<file path="src/rtl/histogram_peak_reader.sv">
// histogram_peak_reader
//
// Readout stage between the median filter / histogram core (histogramTop) and
// the downstream tracking logic. A start request issues a one-cycle
// readHistogram as soon as histogramTop reports ready. The block then collects
// the X and Y bin streams and keeps, per axis, the first maximum bin (index and
// count) and a saturating total. When both streams are complete it issues a
// one-cycle clearHistogram and waits for the histogramClear strobe before
// presenting the results. If either wait stalls for TIMEOUT cycles, the
// operation is abandoned with a sticky timeoutError.
//
// Ports
//   clk, reset        clock (rising edge), asynchronous active-low reset
//   start             single-cycle read request, accepted in IDLE/DONE only
//   ready             histogramTop idle; gates readHistogram
//   readHistogram     one-cycle read request to histogramTop (registered)
//   clearHistogram    one-cycle clear request to histogramTop (registered)
//   xHistogramOut     X bin count, qualified by xValid (bins 0..X_BINS-1)
//   xValid            X beat valid
//   yHistogramOut     Y bin count, qualified by yValid (bins 0..Y_BINS-1)
//   yValid            Y beat valid
//   histogramClear    clear-complete strobe from histogramTop
//   xPeakIndex/Value  first maximum X bin and its count
//   yPeakIndex/Value  first maximum Y bin and its count
//   xTotal, yTotal    saturating sums of all bins per axis
//   busy              high in REQ, COLLECT, CLEAR, WAIT_CLR
//   resultValid       high in DONE; results stable while high
//   timeoutError      sticky abort flag, cleared by the next accepted start

module histogram_peak_reader #(
    parameter int X_BINS  = 240,
    parameter int Y_BINS  = 180,
    parameter int CNT_W   = 8,
    parameter int SUM_W   = 16,
    parameter int TIMEOUT = 4096
) (
    input  logic             clk,
    input  logic             reset,
    input  logic             start,
    input  logic             ready,
    output logic             readHistogram,
    output logic             clearHistogram,
    input  logic [CNT_W-1:0] xHistogramOut,
    input  logic             xValid,
    input  logic [CNT_W-1:0] yHistogramOut,
    input  logic             yValid,
    input  logic             histogramClear,
    output logic [CNT_W-1:0] xPeakIndex,
    output logic [CNT_W-1:0] xPeakValue,
    output logic [CNT_W-1:0] yPeakIndex,
    output logic [CNT_W-1:0] yPeakValue,
    output logic [SUM_W-1:0] xTotal,
    output logic [SUM_W-1:0] yTotal,
    output logic             busy,
    output logic             resultValid,
    output logic             timeoutError
);

    localparam int XC_W = $clog2(X_BINS + 1);
    localparam int YC_W = $clog2(Y_BINS + 1);
    localparam int TO_W = $clog2(TIMEOUT + 1);

    typedef enum logic [2:0] {
        IDLE,
        REQ,
        COLLECT,
        CLEAR,
        WAIT_CLR,
        DONE
    } stateT;

    stateT           state;
    stateT           nextState;
    logic [XC_W-1:0] xBeatCount;
    logic [YC_W-1:0] yBeatCount;
    logic [TO_W-1:0] idleCount;
    logic            xAccept;
    logic            yAccept;
    logic            streamsComplete;
    logic            idleExpired;
    logic            timedState;
    logic            acceptStart;
    logic            timeoutHit;
    logic            readNext;
    logic            clearNext;

    // Adds one bin count to a running total, pinning at all-ones instead of
    // wrapping so an overflowing axis still reports "very large".
    function automatic logic [SUM_W-1:0] satAdd(input logic [SUM_W-1:0] total,
                                                 input logic [CNT_W-1:0] value);
        logic [SUM_W:0] sum;
        sum = {1'b0, total} + (SUM_W + 1)'(value);
        return sum[SUM_W] ? '1 : sum[SUM_W-1:0];
    endfunction

    // Beats count only while collecting and only up to the expected bin count;
    // surplus beats from an over-long stream are dropped.
    assign xAccept         = (state == COLLECT) && xValid && (xBeatCount < XC_W'(X_BINS));
    assign yAccept         = (state == COLLECT) && yValid && (yBeatCount < YC_W'(Y_BINS));
    assign streamsComplete = (xBeatCount == XC_W'(X_BINS)) && (yBeatCount == YC_W'(Y_BINS));
    assign idleExpired     = (idleCount == TO_W'(TIMEOUT));
    assign timedState      = (state == COLLECT) || (state == WAIT_CLR);

    assign busy        = (state == REQ) || (state == COLLECT) || (state == CLEAR) || (state == WAIT_CLR);
    assign resultValid = (state == DONE);

    // State register.
    always_ff @(posedge clk or negedge reset) begin
        if (!reset) begin
            state <= IDLE;
        end else begin
            state <= nextState;
        end
    end

    // Next-state and pulse decode. readHistogram is raised in the cycle after
    // ready is sampled high; while it is high the FSM moves on to COLLECT, so
    // it can never last more than one cycle. clearHistogram is raised exactly
    // on entry to CLEAR, which also keeps the two requests mutually exclusive.
    always_comb begin
        nextState   = state;
        acceptStart = 1'b0;
        timeoutHit  = 1'b0;
        readNext    = 1'b0;
        clearNext   = 1'b0;
        case (state)
            IDLE, DONE: begin
                if (start) begin
                    acceptStart = 1'b1;
                    readNext    = ready;
                    nextState   = REQ;
                end
            end
            REQ: begin
                if (readHistogram) begin
                    nextState = COLLECT;
                end else if (ready) begin
                    readNext = 1'b1;
                end
            end
            COLLECT: begin
                if (streamsComplete) begin
                    clearNext = 1'b1;
                    nextState = CLEAR;
                end else if (idleExpired) begin
                    timeoutHit = 1'b1;
                    nextState  = IDLE;
                end
            end
            CLEAR: begin
                nextState = histogramClear ? DONE : WAIT_CLR;
            end
            WAIT_CLR: begin
                if (histogramClear) begin
                    nextState = DONE;
                end else if (idleExpired) begin
                    timeoutHit = 1'b1;
                    nextState  = IDLE;
                end
            end
            default: begin
                nextState = IDLE;
            end
        endcase
    end

    // Registered request pulses and the sticky timeout flag.
    always_ff @(posedge clk or negedge reset) begin
        if (!reset) begin
            readHistogram  <= 1'b0;
            clearHistogram <= 1'b0;
            timeoutError   <= 1'b0;
        end else begin
            readHistogram  <= readNext;
            clearHistogram <= clearNext;
            if (acceptStart) begin
                timeoutError <= 1'b0;
            end else if (timeoutHit) begin
                timeoutError <= 1'b1;
            end
        end
    end

    // Idle watchdog: counts only in the two states that wait on histogramTop,
    // and restarts on any accepted beat or whenever the FSM changes state.
    always_ff @(posedge clk or negedge reset) begin
        if (!reset) begin
            idleCount <= '0;
        end else if (!timedState || (nextState != state) || xAccept || yAccept) begin
            idleCount <= '0;
        end else begin
            idleCount <= idleCount + TO_W'(1);
        end
    end

    // X axis: bin 0 always loads the peak; later bins replace it only when
    // strictly larger, so ties keep the earliest index.
    always_ff @(posedge clk or negedge reset) begin
        if (!reset) begin
            xBeatCount <= '0;
            xPeakIndex <= '0;
            xPeakValue <= '0;
            xTotal     <= '0;
        end else if (acceptStart) begin
            xBeatCount <= '0;
            xPeakIndex <= '0;
            xPeakValue <= '0;
            xTotal     <= '0;
        end else if (xAccept) begin
            xBeatCount <= xBeatCount + XC_W'(1);
            if ((xBeatCount == '0) || (xHistogramOut > xPeakValue)) begin
                xPeakValue <= xHistogramOut;
                xPeakIndex <= CNT_W'(xBeatCount);
            end
            xTotal <= satAdd(xTotal, xHistogramOut);
        end
    end

    // Y axis: same peak/total rules as X, independent stream.
    always_ff @(posedge clk or negedge reset) begin
        if (!reset) begin
            yBeatCount <= '0;
            yPeakIndex <= '0;
            yPeakValue <= '0;
            yTotal     <= '0;
        end else if (acceptStart) begin
            yBeatCount <= '0;
            yPeakIndex <= '0;
            yPeakValue <= '0;
            yTotal     <= '0;
        end else if (yAccept) begin
            yBeatCount <= yBeatCount + YC_W'(1);
            if ((yBeatCount == '0) || (yHistogramOut > yPeakValue)) begin
                yPeakValue <= yHistogramOut;
                yPeakIndex <= CNT_W'(yBeatCount);
            end
            yTotal <= satAdd(yTotal, yHistogramOut);
        end
    end

endmodule

</file>
<file path="config.mk">
export PLATFORM = sky130hd
export DESIGN_NAME = histogram_peak_reader
export DESIGN_NICKNAME = d
export VERILOG_FILES = /design/src/rtl/histogram_peak_reader.sv
export SDC_FILE = /design/constraint.sdc
export NUM_CORES = 1
export LEC_CHECK = 0
export ABC_AREA = 1
export CAP_MARGIN = 20
export CORE_ASPECT_RATIO = 0.6
export CORE_MARGIN = 4
export CORE_UTILIZATION = 50
export DETAILED_ROUTE_END_ITERATION = 12
export PLACE_DENSITY = 0.86
export SYNTH_ARGS = -nofsm -noshare
export SYNTH_HDL_FRONTEND = slang
export SYNTH_SLANG_ARGS = --single-unit
export TNS_END_PERCENT = 30
</file>
<file path="constraint.sdc">
create_clock -name clk -period 2.3 [get_ports clk]
set_clock_uncertainty 0.15 [all_clocks]
set_input_delay 0.46 -clock clk [delete_from_list [all_inputs] [get_ports clk]]
set_output_delay 0.46 -clock clk [all_outputs]
set_load 0.02 [all_outputs]
</file>
==> metrics.csv <==
stage,metric,value,unit
status,status,"finished, final reports clean",
pwr,Comb power frac,48.1,%
floorplanning,Core Area,12140,um^2
synth,synthesized net count,910,
clocking,Post CTS Setup Buffer Count,0,
floorplanning,Die ar.,14380,um^2
sta,final setup TNS,0,ns
worst_setup_path,CP Capture Type,output pin,
grt,pin count of the biggest net entering global routing,49,
worst_setup_path,WP data required,1.69,ns
pwr,Power Density,889.2,nW/um^2
worst_setup_path,Worst EP arrival,1.66,ns
grt,initial antenna violation count,0,
synth,Synth top area share,39.72,%
worst_setup_path,crit-path cells,nor3_1 > inv_1 > nand2_1 > dlygate4sd2_1,
layout,multi-input gate area in the final layout,3354,um^2
clocking,Inserted Clock Buffers,9,
sta,worst setup slack after layout,0.02664,ns
synth,yosys warns,0,
pwr,Pint,4.396,mW
worst_setup_path,Worst setup SP type,flop,
grt,Total GRT Usage,23.97,%
pwr,leakage power,4.181,nW
grt,number of global-route vias before repair,5720,
synth,Syn Area/Cell,7.364,um^2
layout,filler instances,957,
placed_design,Post-DP HPWL,12990,um
clocking,CTS Buffer Depth,2,
worst_setup_path,Crit Path Max Fanout,7,
sta,maximum achievable frequency,0.4399,GHz
placed_design,Placement Cell Area,7820,um^2
routing,Final Routed Wirelength,17470,um
sta,Slew @ Worst Pin,0.5712,ns
sta,RSZ-0062 raised after global routing,true,
sta,Worst slew margin,61.60,%
clocking,CTS tree,done,
floorplanning,# IOs,92,
placed_design,Setup WS pre-CTS,-0.5855,ns
sta,"Slew Viols, Final",0,
synth,Netlist Area Pre-Place,6237,um^2
grt,Overflow after GRT,0,
worst_setup_path,critical path class,reg -> out,
synth,"area leader, netlist",dfrtp_1,
run,max cap viols,0,
clocking,insertion delay to the later sink of the worst-skew pair,0.35,ns
clocking,sinks on the clock net,99,
synth,cell count after synthesis,847,
clocking,CTS H-tree depth,3,
pwr,sequential power share,31.0,%
clocking,CTS root buf,clkbuf_16,
worst_hold_path,Worst Hold Class,reg -> reg,
pwr,Clock power frac,20.9,%
layout,Final Util,68.14,%
pwr,sw frac,40.25,%
synth,post-synthesis sequential area ratio,39.72,%
synth,register bit total from synthesis,99,
sta,Hold Slack,0.3225,ns
pwr,Total Power,7.356,mW
clocking,clock slew at reported path FFs,0.07,ns
layout,FF+latch area,2479,um^2
floorplanning,Initial Utilization,51.38,%
pwr,Peak VDD IR,0.5133,mV
routing,drt first pass iters,7,
pwr,Sw Pwr,2.961,mW
routing,DR WL/cell,14.90,um
placed_design,final RePlAce weighted congestion,0.9004,
floorplanning,Core Rows,31,
routing,Antenna Nets Post-Route,0,
sta,Final Setup Violations,0,
routing,number of remaining DRC errors,0,
routing,DR iter-0 viols,578,
layout,non-filler instance count after layout,1172,
layout,diode count,0,
floorplanning,chip width,152.2,um
synth,top cells by area in the synthesized netlist,"dfrtp_1 40%, nand2_1 16%, ha_1 7.6%",
sta,Fin. Hold Viols,0,
routing,Vias,6279,
synth,Cell variety after synth,38,
worst_setup_path,critical path's largest stage delay,0.48,ns
layout,synthesis-to-finish area growth,32.64,%
sta,Final min period,2.273,ns
grt,first-pass GRT wire length,28260,um
routing,Vias/cell,5.358,
layout,share of cells above drive strength 1,15.29,%
layout,design area,8273,um^2
layout,fin nets,1066,
sta,fin crit share,98.84,%
placed_design,IO Port Bufs,91,
worst_setup_path,Slowest cell on crit path,dfrtp_2,
floorplanning,Die Height,94.52,um
placed_design,placed cells,1156,
## flip-flops by register name, indices dropped and copies added (netlist names)
signal,flops
xBeatCount,8
xPeakValue,8
yBeatCount,8
yTotal,16
yPeakValue,8
readHistogram,1
xPeakIndex,8
state,3
timeoutError,1
yPeakIndex,8
clearHistogram,1
idleCount,13
xTotal,16
## cell type report
type                    instances  share of cell area (%)
clock buffers                   9                   2.722
repair buffers                162                   18.25
inverters                     115                   5.218
clock inverters                 6                  0.8016
well taps                     165                   2.495
multi-input cells             616                   40.55
flip-flops and latches         99                   29.96
## routing by layer
layer	vias up	GRT usage, %	routed length [um]
met2	254	36.12	7595
met5	-	0	0
met1	2942	34.97	8204
li1	3052	-	-
met4	0	7.105	345
met3	31	5.037	1322
## repair_timing
| action | CTS | global route |
|---|---|---|
| hold buffers | 1 | 0 |
| pin swaps | 2 | 2 |
| endpoints found under the hold margin | 28 | 0 |
| resized for setup | 11 | 25 |
| endpoints found under the setup margin | 29 | 51 |
| gates cloned | 0 | 0 |
## worst paths after layout
path	slack (ns)	end	from	depth (start not counted)
worst max register to register	0.09	xTotal[10]$_DFFE_PN0P_	xTotal[0]$_DFFE_PN0P_	14
worst min register to register	0.32	yPeakIndex[7]$_DFFE_PN0P_	yPeakIndex[7]$_DFFE_PN0P_	2
worst max-delay path	0.03	busy	state[1]$_DFF_PN0_	4
min in group asynchronous	0.44	yTotal[2]$_DFFE_PN0P_	reset	2
worst min-delay path	0.32	yPeakIndex[7]$_DFFE_PN0P_	yPeakIndex[7]$_DFFE_PN0P_	2
max in group asynchronous	0.96	xPeakIndex[1]$_DFFE_PN0P_	reset	3
## kinds of logic (layout without fill, tap and decap cells)
kind of cell	after synthesis	count (layout)	synth area share [%]
compound gates	81	81	7.101
flops	99	99	39.72
fa+ha+maj	40	40	8.265
xor+xnor	15	15	2.106
buf+inv	132	292	8.646
simple gates	480	480	34.16
## power by group through the flow
stage | Combinational (mW) | Sequential [mW] | Clock [mW]
floorplan | 1.66 | 2.48 | 0
global placement | 3.27 | 2.27 | 0
detailed placement | 3.37 | 2.28 | 0
CTS | 3.40 | 2.25 | 1.55
global route | 3.87 | 2.31 | 1.63
finish | 3.54 | 2.28 | 1.53
## cell usage after synthesis
library cell / count
fa_1: 2
nor4_2: 2
nand3_1: 91
buf_6: 5
nand2_4: 1
buf_2: 5
o21ai_2: 1
nand3b_1: 1
o21ai_0: 37
nand2_2: 6
nand4_1: 15
nor4_1: 3
dfrtp_1: 99
and2_1: 1
o221ai_1: 1
o21ai_1: 3
nor2_1: 60
o211ai_1: 1
nor2_2: 12
a21o_1: 5
nand2_1: 261
nand4_2: 1
nand3_2: 5
a22o_1: 1
inv_2: 10
a21oi_1: 27
a31o_2: 1
o21bai_1: 2
buf_1: 2
nand3_4: 1
nor3_2: 3
a31oi_1: 2
nor3_1: 17
clkbuf_1: 5
inv_1: 105
ha_1: 38
xnor2_1: 9
xor2_1: 6
## layout by cell type, fill, tap and decap left out, types with 4 or more instances in the layout
master	netlist	final
ha_1	38	29
xor2_1	6	6
nor2_2	12	13
dlymetal6s2s_1	0	5
clkdlybuf4s50_1	0	82
a21oi_1	27	24
buf_12	0	4
nand3_2	5	5
xnor2_1	9	9
nor3_1	17	17
a21o_1	5	5
inv_1	105	105
nand3_1	91	90
inv_2	10	10
nor2_1	60	59
nand2_2	6	14
buf_4	0	65
nand2_1	261	253
nand4_1	15	15
o21ai_0	37	37
dfrtp_1	99	98
ha_4	0	6
clkbuf_16	0	9
## critical path: cells and delay by family, from the launching register on
kind / cells / cell delay (ns)
flip-flops: 1 / 0.48
buffers and inverters: 2 / 0.45
AND/OR/NAND/NOR: 2 / 0.39
No activity file was read; power rests on OpenSTA's default activity.
